## config.mk

```make
export PLATFORM = sky130hd
export DESIGN_NAME = inst_rom_arbiter_flat
export DESIGN_NICKNAME = d
export VERILOG_FILES = /design/src/rtl/inst_rom_arbiter_if.sv /design/src/rtl/inst_rom_arbiter.sv /design/src/flat_wrapper.sv
export SDC_FILE = /design/constraint.sdc
export NUM_CORES = 1
export LEC_CHECK = 0
export CAP_MARGIN = 20
export CORE_MARGIN = 4
export CORE_UTILIZATION = 39
export CTS_BUF_LIST = sky130_fd_sc_hd__clkbuf_4 sky130_fd_sc_hd__clkbuf_8
export DETAILED_ROUTE_END_ITERATION = 6
export PLACE_DENSITY_LB_ADDON = 0.05
export REMOVE_ABC_BUFFERS = 1
export SYNTH_ARGS = -nofsm -noshare
export SYNTH_HDL_FRONTEND = slang
export SYNTH_SLANG_ARGS = --single-unit
```

## constraint.sdc

```tcl
create_clock -name clk -period 2.76 [get_ports clk]
set_input_delay 0.552 -clock clk [delete_from_list [all_inputs] [get_ports clk]]
set_output_delay 0.552 -clock clk [all_outputs]
set_load 0.02 [all_outputs]
```

## src/rtl/inst_rom_arbiter_if.sv

```systemverilog
// Bus bundle between the two ROM masters, the arbiter and the ROM.
// slave: arbiter view; master: requester/ROM-model view (bench side).
interface inst_rom_arbiter_if #(
    parameter int AW = 32,
    parameter int DW = 32
);
    logic          m0_req;
    logic [AW-1:0] m0_addr;
    logic          m0_gnt;
    logic          m0_rvalid;
    logic [DW-1:0] m0_rdata;
    logic          m0_err;

    logic          m1_req;
    logic [AW-1:0] m1_addr;
    logic          m1_gnt;
    logic          m1_rvalid;
    logic [DW-1:0] m1_rdata;
    logic          m1_err;

    logic          rom_ce;
    logic [AW-1:0] rom_addr;
    logic [DW-1:0] rom_inst;

    modport slave (
        input  m0_req, m0_addr,
        output m0_gnt, m0_rvalid, m0_rdata, m0_err,
        input  m1_req, m1_addr,
        output m1_gnt, m1_rvalid, m1_rdata, m1_err,
        output rom_ce, rom_addr,
        input  rom_inst
    );

    modport master (
        output m0_req, m0_addr,
        input  m0_gnt, m0_rvalid, m0_rdata, m0_err,
        output m1_req, m1_addr,
        input  m1_gnt, m1_rvalid, m1_rdata, m1_err,
        input  rom_ce, rom_addr,
        output rom_inst
    );
endinterface

```

## src/rtl/inst_rom_arbiter.sv

```systemverilog
// Two-master arbiter for the single-port instruction ROM (m0 = fetch,
// m1 = debug/loader). One grant per cycle, registered 1-cycle response.
// Ports: clk, rst (async, active-high), bus (inst_rom_arbiter_if.slave):
//   mX_req/mX_addr in, mX_gnt (comb), mX_rvalid/mX_rdata/mX_err (reg),
//   rom_ce/rom_addr out (comb), rom_inst in.
// Optional macro ARB_ROUND_ROBIN_EN: alternate on contention instead of
// fixed m0 priority with the MAX_WAIT starvation guard.
module inst_rom_arbiter #(
    parameter int AW       = 32,
    parameter int DW       = 32,
    parameter int MAX_WAIT = 4
) (
    input  logic                  clk,
    input  logic                  rst,
    inst_rom_arbiter_if.slave     bus
);

    typedef enum logic {
        GNT_M0 = 1'b0,
        GNT_M1 = 1'b1
    } grant_e;

    localparam logic [3:0] WAIT_MAX = 4'(MAX_WAIT);

    logic [3:0]    wait_cnt;
    grant_e        last_grant;

    logic          gnt0;
    logic          gnt1;
    logic [AW-1:0] sel_addr;
    logic          misaligned;

    logic          rvalid0_q;
    logic          rvalid1_q;
    logic [DW-1:0] rdata0_q;
    logic [DW-1:0] rdata1_q;
    logic          err0_q;
    logic          err1_q;

    // Grant decision; everything is held low while rst is asserted.
    always_comb begin
        gnt0 = 1'b0;
        gnt1 = 1'b0;
        if (!rst) begin
            if (bus.m0_req && bus.m1_req) begin
`ifdef ARB_ROUND_ROBIN_EN
                if (last_grant == GNT_M0) gnt1 = 1'b1;
                else                      gnt0 = 1'b1;
`else
                if (wait_cnt == WAIT_MAX) gnt1 = 1'b1;
                else                      gnt0 = 1'b1;
`endif
            end else begin
                gnt0 = bus.m0_req;
                gnt1 = bus.m1_req;
            end
        end
    end

    always_comb begin
        sel_addr = '0;
        if (gnt1)      sel_addr = bus.m1_addr;
        else if (gnt0) sel_addr = bus.m0_addr;
    end

    // A misaligned access keeps its slot but never touches the ROM.
    assign misaligned = (gnt0 || gnt1) && (sel_addr[1:0] != 2'b00);

    assign bus.m0_gnt   = gnt0;
    assign bus.m1_gnt   = gnt1;
    assign bus.rom_ce   = (gnt0 || gnt1) && !misaligned;
    assign bus.rom_addr = sel_addr;

    always_ff @(posedge clk or posedge rst) begin
        if (rst) begin
            wait_cnt   <= '0;
            last_grant <= GNT_M0;
        end else begin
            if (bus.m1_req && !gnt1) begin
                if (wait_cnt != WAIT_MAX) wait_cnt <= wait_cnt + 4'd1;
            end else begin
                wait_cnt <= '0;
            end
            if (gnt0)      last_grant <= GNT_M0;
            else if (gnt1) last_grant <= GNT_M1;
        end
    end

    // Response registers: rdata holds between pulses, err does not.
    always_ff @(posedge clk or posedge rst) begin
        if (rst) begin
            rvalid0_q <= 1'b0;
            rvalid1_q <= 1'b0;
            rdata0_q  <= '0;
            rdata1_q  <= '0;
            err0_q    <= 1'b0;
            err1_q    <= 1'b0;
        end else begin
            rvalid0_q <= gnt0;
            rvalid1_q <= gnt1;
            err0_q    <= gnt0 && misaligned;
            err1_q    <= gnt1 && misaligned;
            if (gnt0) rdata0_q <= misaligned ? '0 : bus.rom_inst;
            if (gnt1) rdata1_q <= misaligned ? '0 : bus.rom_inst;
        end
    end

    assign bus.m0_rvalid = rvalid0_q;
    assign bus.m1_rvalid = rvalid1_q;
    assign bus.m0_rdata  = rdata0_q;
    assign bus.m1_rdata  = rdata1_q;
    assign bus.m0_err    = err0_q;
    assign bus.m1_err    = err1_q;

endmodule

```

## src/flat_wrapper.sv

```systemverilog
// flat-port wrapper written by rule: the top's interface ports become plain ports
module inst_rom_arbiter_flat 
#(
    parameter int AW       = 32,
    parameter int DW       = 32,
    parameter int MAX_WAIT = 4
)
  (clk, rst, bus_m0_req, bus_m0_addr, bus_m0_gnt, bus_m0_rvalid, bus_m0_rdata, bus_m0_err, bus_m1_req, bus_m1_addr, bus_m1_gnt, bus_m1_rvalid, bus_m1_rdata, bus_m1_err, bus_rom_ce, bus_rom_addr, bus_rom_inst);
  inst_rom_arbiter_if #(.AW(AW), .DW(DW)) bus_i ();
  input  logic clk;
  input  logic rst;
  input wire logic [$bits(bus_i.m0_req)-1:0] bus_m0_req;
  input wire logic [$bits(bus_i.m0_addr)-1:0] bus_m0_addr;
  output wire logic [$bits(bus_i.m0_gnt)-1:0] bus_m0_gnt;
  output wire logic [$bits(bus_i.m0_rvalid)-1:0] bus_m0_rvalid;
  output wire logic [$bits(bus_i.m0_rdata)-1:0] bus_m0_rdata;
  output wire logic [$bits(bus_i.m0_err)-1:0] bus_m0_err;
  input wire logic [$bits(bus_i.m1_req)-1:0] bus_m1_req;
  input wire logic [$bits(bus_i.m1_addr)-1:0] bus_m1_addr;
  output wire logic [$bits(bus_i.m1_gnt)-1:0] bus_m1_gnt;
  output wire logic [$bits(bus_i.m1_rvalid)-1:0] bus_m1_rvalid;
  output wire logic [$bits(bus_i.m1_rdata)-1:0] bus_m1_rdata;
  output wire logic [$bits(bus_i.m1_err)-1:0] bus_m1_err;
  output wire logic [$bits(bus_i.rom_ce)-1:0] bus_rom_ce;
  output wire logic [$bits(bus_i.rom_addr)-1:0] bus_rom_addr;
  input wire logic [$bits(bus_i.rom_inst)-1:0] bus_rom_inst;
  assign bus_i.m0_req = bus_m0_req;
  assign bus_i.m0_addr = bus_m0_addr;
  assign bus_m0_gnt = bus_i.m0_gnt;
  assign bus_m0_rvalid = bus_i.m0_rvalid;
  assign bus_m0_rdata = bus_i.m0_rdata;
  assign bus_m0_err = bus_i.m0_err;
  assign bus_i.m1_req = bus_m1_req;
  assign bus_i.m1_addr = bus_m1_addr;
  assign bus_m1_gnt = bus_i.m1_gnt;
  assign bus_m1_rvalid = bus_i.m1_rvalid;
  assign bus_m1_rdata = bus_i.m1_rdata;
  assign bus_m1_err = bus_i.m1_err;
  assign bus_rom_ce = bus_i.rom_ce;
  assign bus_rom_addr = bus_i.rom_addr;
  assign bus_i.rom_inst = bus_rom_inst;
  inst_rom_arbiter #(.AW(AW), .DW(DW), .MAX_WAIT(MAX_WAIT)) u_core (.clk(clk), .rst(rst), .bus(bus_i));
endmodule
```

==> key figures, run 1 <==
Final layout
  – FILL cells: 671
  – Syn-to-layout area delta: 68.8%
  – Multi-input gate area: 1370 sq um
  – Fin nets: 634
  – Diodes inserted: 0
  – FF/Latch Area: 1800 sq um
  – Layout cells sized above 1: 15.1%

Run status
  – Status: completed

Power
  – Static Leak: 2.53 nW
  – Worst VDD drop: 0.321 mV
  – Pwr Density: 527 nW/um^2

Timing
  – Slew HR: 72.6%
  – Worst-margin pin slew: 0.410 ns
  – Worst setup margin: 0.0798 ns
  – Setup TNS: 0 ns
  – Final Cycle Share: 97.1%
  – Setup violators final: 0
  – Max Slew Vio Count: 0
  – Hold Violations, Final: 0
  – Fmax: 0.373 GHz
  – Final Skew: 0.00930 ns
  – Minimum clock period: 2.68 ns

Synthesis
  – Count of cell types in the netlist: 26
  – Post-Synthesis Cells: 322
  – Top cell type's share of synthesized area: 52.5%
  – Share of synthesized registers carrying an async set or reset: 100%
  – Avg Synthesized Cell Area: 10.7 sq um
  – Syn Std Cell Area: 3430 sq um
  – Register bit total from synthesis: 72
  – Yosys warnings: 0
  – Area contributors post-synth: dfrtp_1 (52%), mux2i_1 (9.3%), a22o_1 (8.4%)
  – Count leader, synth: dfrtp_1
  – Number of synthesized flops with an enable pin: 0
  – Primary FF master, synth: dfrtp_1
  – Area leader, netlist: dfrtp_1
  – Part of the Yosys area used for sequential elements: 52.5%
  – Synth top cells by count: dfrtp_1 (72), inv_1 (37), nand3_1 (35)

Place
  – Placer Congestion: 0.841
  – Worst slack at placement: -0.262 ns
  – Post-DP HPWL: 8710 microns
  – Port-buffer cells: 202

Critical path
  – Critical path launch point type: register
  – Delay-heaviest family, CP: buffers and inverters
  – CP bufs+invs: 4
  – CP max-delay cell: dfrtp_1
  – Worst Setup End Kind: output pin
  – Crit Path Class: register to output pin
  – Crit path max fanout: 18
  – Worst Path Arrival: 2.13 ns
  – Levels on crit path: 7
  – Cell chain of the critical path: inv_1, ha_1, and3b_2, a211oi_4, buf_4, buf_12, dlygate4sd2_1
  – Crit path largest cell delay: 0.36 ns
  – Worst Path Required: 2.21 ns
  – Reg2reg path depth: 8

Clock tree
  – Root Driver: clkbuf_8
  – Clk pin slew, worst setup/hold paths: 0.08 ns
  – CTS buffer count: 9
  – Clock buffer depth: 2
  – Hold-fix buffers, CTS: 0
  – CTS tree: built
  – CTS Sinks: 72
  – CTS H-tree lvls: 3
  – Clk_lat worst skew: 0.34 ns

Routing
  – Vias per inst: 5.19
  – Post-Route WL: 12,200 microns
  – Starting DRT DRC Count: 141
  – DRC viols: 0
  – First-pass DRT Iterations: 4
  – Total number of vias: 3,332
  – Post-route ant nets: 0
  – WL/cell: 19.1 microns

Worst hold path
  – Hold Path Class: register to register
  – Worst Hold Depth: 1

Flow run
  – Max cap viols: 0

Global routing
  – First-pass GRT wire length: 18,300 microns
  – Grt total ovfl: 0
  – Met1 GRT Util: 26.5%
  – Vias in the first global route: 3,476
  – Met3 Use GR: 8.19%
  – Grt peak-use layer: met2
  – GRT Overall Usage: 23.0%
  – Met2 usage: 39.7%
  – Largest net degree at the start of global routing: 62
  – Initial antenna violation count: 0

Floorplan
  – Width of the die: 102 microns
  – CORE AREA: 8380 sq um
  – Die height: 102 microns
  – Row Count: 33
  – Initial Util: 40.9%
  – # IOs: 203
  – Die area: 10,400 sq um
[path summary, 6_finish.rpt]
check,start,end,slack [ns]
max,u_core.wait_cnt[1]$_DFFE_PP0P_,bus_m0_gnt,0.08
min,u_core.bus.m1_rdata[16]$_DFFE_PP0P_,u_core.bus.m1_rdata[16]$_DFFE_PP0P_,0.49
max reg2reg,u_core.wait_cnt[1]$_DFFE_PP0P_,u_core.bus.m0_rdata[3]$_DFFE_PP0N_,0.67
min reg2reg,u_core.bus.m1_rdata[16]$_DFFE_PP0P_,u_core.bus.m1_rdata[16]$_DFFE_PP0P_,0.49
max in group asynchronous,rst,u_core.bus.m1_rdata[15]$_DFFE_PP0P_,1.57
min in group asynchronous,rst,u_core.bus.m0_rdata[17]$_DFFE_PP0N_,0.57
[flip-flops by register name, indices dropped and copies added, names as in the netlist]
name,flops
u_core.bus.m0_err,1
u_core.bus.m0_rdata,32
u_core.bus.m0_rvalid,1
u_core.bus.m1_err,1
u_core.bus.m1_rdata,32
u_core.bus.m1_rvalid,1
u_core.wait_cnt,4
[layout by cell type (no fill, tap or decap), types with 4 or more instances in the layout]
cell type and n:
clkdlybuf4s50_1 167, dfrtp_1 72, inv_1 36, nand3_1 35
a22o_1 33, buf_2 33, o2bb2ai_1 32, nand2_1 32
mux2i_1 32, buf_4 18, clkbuf_8 10, buf_12 4
[cell families after synthesis]
| group | share of synthesized area, % |
|---|---|
| AOI/OAI and AO/OA | 18.5 |
| and+or+nand+nor | 10.5 |
| xor gates and xnor gates | 0.255 |
| adders and majority gates | 0.729 |
| muxes | 9.33 |
| buffers and inverters | 8.17 |
| DFF | 52.5 |
[report_power, final]
part	internal (W)	switching, W
clock	0.000628	0.000405
combinational	0.000421	0.000406
sequential	0.00115	0.0000501
total	0.00219	0.000861
[layer usage]
layer	share of wire, %	vias to the layer above
met5	0	-
met4	1.9	0
met3	10	16
met2	49	132
met1	39	1623
li1	-	1561
[final cells by class]
cell class,count,area share (%)
clock buffer,10,2.38
multi-input combinational,186,23.6
clock inverter,6,1.97
sequential,72,31.1
tap,105,2.27
inverter,38,2.46
timing repair buffer,225,36.2
[what timing repair did]
action                                  4_1_cts  5_1_grt
endpoints found under the setup margin       35       27
gates resized for setup                     116       22
gates cloned                                  1        0
pin swaps                                     1        1
setup buffers                                 2        2
[per-stage QoR]
step | util, % | hold slack (ns) | instance area, sq um | cells | total power, W
after floorplan | - | 0.489 | 3290 | 296 | 0.00157
after global placement | 67.4 | 0.472 | 5650 | 621 | 0.00206
after detailed placement | 67.4 | 0.473 | 5650 | 621 | 0.00207
after CTS | 70.5 | 0.494 | 5910 | 640 | 0.00310
after global routing | 69.1 | 0.509 | 5790 | 642 | 0.00319
final | 69.1 | 0.495 | 5790 | 642 | 0.00306
Note: power is estimated with default switching activity, not from simulation.
==> inputs of run 2 (changes only) <==
--- a/config.mk
+++ b/config.mk
@@ -7,9 +7,10 @@
 export LEC_CHECK = 0
 export CAP_MARGIN = 20
 export CORE_MARGIN = 4
-export CORE_UTILIZATION = 39
+export CORE_UTILIZATION = 42
 export CTS_BUF_LIST = sky130_fd_sc_hd__clkbuf_4 sky130_fd_sc_hd__clkbuf_8
 export DETAILED_ROUTE_END_ITERATION = 6
+export HOLD_SLACK_MARGIN = 0.1
 export PLACE_DENSITY_LB_ADDON = 0.05
 export REMOVE_ABC_BUFFERS = 1
 export SYNTH_ARGS = -nofsm -noshare
==> constraint.sdc (replaced) <==
create_clock -name clk -period 3.2 [get_ports clk]
set_input_delay 0.64 -clock clk [delete_from_list [all_inputs] [get_ports clk]]
set_output_delay 0.64 -clock clk [all_outputs]
set_load 0.02 [all_outputs]
==> run 2 against run 1 <==
  * Total power is 18% lower
  * Non-clock buffer count shrank 10
  * Clock skew down 0.0048 ns
  * Sequential cell count unchanged
  * Die area is 6.6% lower
  * Register-to-register slack gained 0.31 ns
  * Clock power fell by 26%
==> key figures, run 2 (synthesized netlist as in run 1, its figures left out) <==
Global routing
  – First-pass GRT wire length: 18,800 microns
  – Grt total ovfl: 0
  – Met1 GRT Util: 30.6%
  – Met3 Use GR: 8.21%
  – Initial antenna violation count: 0
  – Vias in the first global route: 3,362
  – Grt peak-use layer: met2
  – Largest net degree at the start of global routing: 55
  – Met2 usage: 40.7%
  – GRT Overall Usage: 24.6%

Clock tree
  – Hold-fix buffers, CTS: 0
  – Clk_lat worst skew: 0.34 ns
  – Clk pin slew, worst setup/hold paths: 0.07 ns
  – Clock buffer depth: 2
  – CTS H-tree lvls: 3
  – CTS tree: built
  – Post-CTS Setup Bufs: 0
  – CTS buffer count: 9
  – CTS Sinks: 72
  – Root Driver: clkbuf_8

Critical path
  – Crit path largest cell delay: 0.42 ns
  – Worst Setup End Kind: output pin
  – Reg2reg path depth: 7
  – R2R Path End: u_core.bus.m0_rdata[6]$_DFFE_PP0N_
  – Levels on crit path: 7
  – Critical Path Sink: bus_rom_addr[30]
  – Critical path launch point type: register
  – CP startpoint: u_core.wait_cnt[0]$_DFFE_PP0P_
  – Worst Path Arrival: 2.38 ns
  – CP bufs+invs: 3
  – Worst Path Required: 2.56 ns
  – Cell chain of the critical path: inv_1, ha_1, and3b_1, a211oi_4, buf_12, a22o_1, dlygate4sd2_1
  – Reg-to-reg startpoint: u_core.wait_cnt[0]$_DFFE_PP0P_
  – Crit path max fanout: 27
  – Delay-heaviest family, CP: buffers and inverters
  – Crit Path Class: register to output pin
  – Reg-to-reg slack, setup: 0.98 ns
  – CP max-delay cell: dfrtp_1

Power
  – Worst VDD drop: 0.365 mV
  – Sequential power share: 41.3%
  – Switching power share of the total: 28.9%
  – Clock power frac: 30.5%
  – Total power: 0.00250 W
  – Pwr Density: 433 nW/um^2
  – Gate power share: 28.2%
  – Static Leak: 2.54 nW
  – Psw: 0.000724 W
  – Internal: 0.00178 W

Timing
  – Worst-margin pin slew: 0.445 ns
  – Fmax: 0.331 GHz
  – Slew HR: 70.3%
  – Setup violators final: 0
  – Hold Violations, Final: 0
  – WHS: 0.493 ns
  – RSZ-0062 raised after global routing: no
  – Max Slew Vio Count: 0
  – Final Cycle Share: 94.4%
  – Worst setup margin: 0.179 ns
  – Minimum clock period: 3.02 ns
  – Final Skew: 0.00452 ns

Routing
  – Starting DRT DRC Count: 222
  – First-pass DRT Iterations: 4
  – WL/cell: 19.1 microns
  – DRC viols: 0
  – Vias per inst: 5.31
  – Total number of vias: 3,334
  – Post-route ant nets: 0
  – Post-Route WL: 12,000 microns

Final layout
  – Syn-to-layout area delta: 68.1%
  – Diodes inserted: 0
  – Finished Cell Area: 5770 sq um
  – Most frequent cells in the layout: clkdlybuf4s50_1 (168), dfrtp_1 (72), inv_1 (36), nand3_1 (35)
  – Commonest non-fill, non-tap cell in the layout: clkdlybuf4s50_1
  – Layout cells sized above 1: 6.84%
  – Fin nets: 624
  – FILL cells: 595
  – Post-layout util: 73.5%

Floorplan
  – Die area: 9680 sq um
  – Row Count: 32
  – Die height: 98.4 microns
  – Width of the die: 98.4 microns
  – # IOs: 203
  – Initial Util: 43.7%
  – CORE AREA: 7850 sq um

Flow run
  – Max cap viols: 0

Place
  – Port-buffer cells: 202
  – Placer Congestion: 0.970
  – Post-DP HPWL: 8690 microns
  – Placed Area: 5600 sq um
  – Worst slack at placement: -0.0421 ns

Worst hold path
  – Hold Path Class: register to register

Run status
  – Status: completed
run 2: worst min path at each step:
stage	from	end	slack, ns	cells past startpoint
after floorplan	u_core.wait_cnt[2]$_DFFE_PP0P_	u_core.wait_cnt[2]$_DFFE_PP0P_	0.49	1
after global placement	u_core.bus.m1_rdata[21]$_DFFE_PP0P_	u_core.bus.m1_rdata[21]$_DFFE_PP0P_	0.47	1
after detailed placement	u_core.bus.m1_rdata[6]$_DFFE_PP0P_	u_core.bus.m1_rdata[6]$_DFFE_PP0P_	0.47	1
after CTS	u_core.bus.m1_rdata[17]$_DFFE_PP0P_	u_core.bus.m1_rdata[17]$_DFFE_PP0P_	0.50	1
after global routing	u_core.bus.m1_rdata[27]$_DFFE_PP0P_	u_core.bus.m1_rdata[27]$_DFFE_PP0P_	0.52	1
final	u_core.bus.m1_rdata[17]$_DFFE_PP0P_	u_core.bus.m1_rdata[17]$_DFFE_PP0P_	0.49	1
run 2: layout make-up:
class | instances | area (sq um) | area share (%)
clock inverter | 6 | 85.1 | 1.47
multi-input combinational | 186 | 1370 | 23.7
sequential | 72 | 1800 | 31.2
clock buffer | 9 | 124 | 2.15
tap | 102 | 128 | 2.21
timing repair buffer | 215 | 2120 | 36.8
inverter | 38 | 143 | 2.47
run 2: worst register-to-register path, stage by stage, from the launching register on:
cell and delay, ns:
dfrtp_1 0.42, inv_1 0.07, ha_1 0.22, and3b_1 0.26, a211oi_4 0.31, buf_12 0.22, buf_4 0.37, mux2i_1 0.27
run 2: per-layer routing:
metal | share of wire (%) | up-vias
met3 | 8.9 | 15
li1 | - | 1531
met4 | 1.9 | 0
met1 | 40 | 1614
met5 | 0 | -
met2 | 49 | 174
run 2: per-stage QoR:
step,std cells,setup TNS (ns)
floorplan,296,-112.32
global placement,613,0
detailed placement,613,-0.349
CTS,628,0
global route,628,0
finish,628,0
run 2: repair_timing:
action	in CTS	in global routing
setup endpoints to repair	34	1
endpoints found under the hold margin	0	0
gates resized for setup	34	1
pin swaps	1	0
run 2: power by group through the flow:
stage | registers (W) | clock network (W) | logic [W]
6_report | 0.00103 | 0.000763 | 0.000704
3_3_place_gp | 0.00105 | 0 | 0.000717
4_1_cts | 0.00103 | 0.000779 | 0.000712
5_1_grt | 0.00104 | 0.000827 | 0.000746
2_1_floorplan | 0.00114 | 0 | 0.000216
3_5_place_dp | 0.00105 | 0 | 0.000726
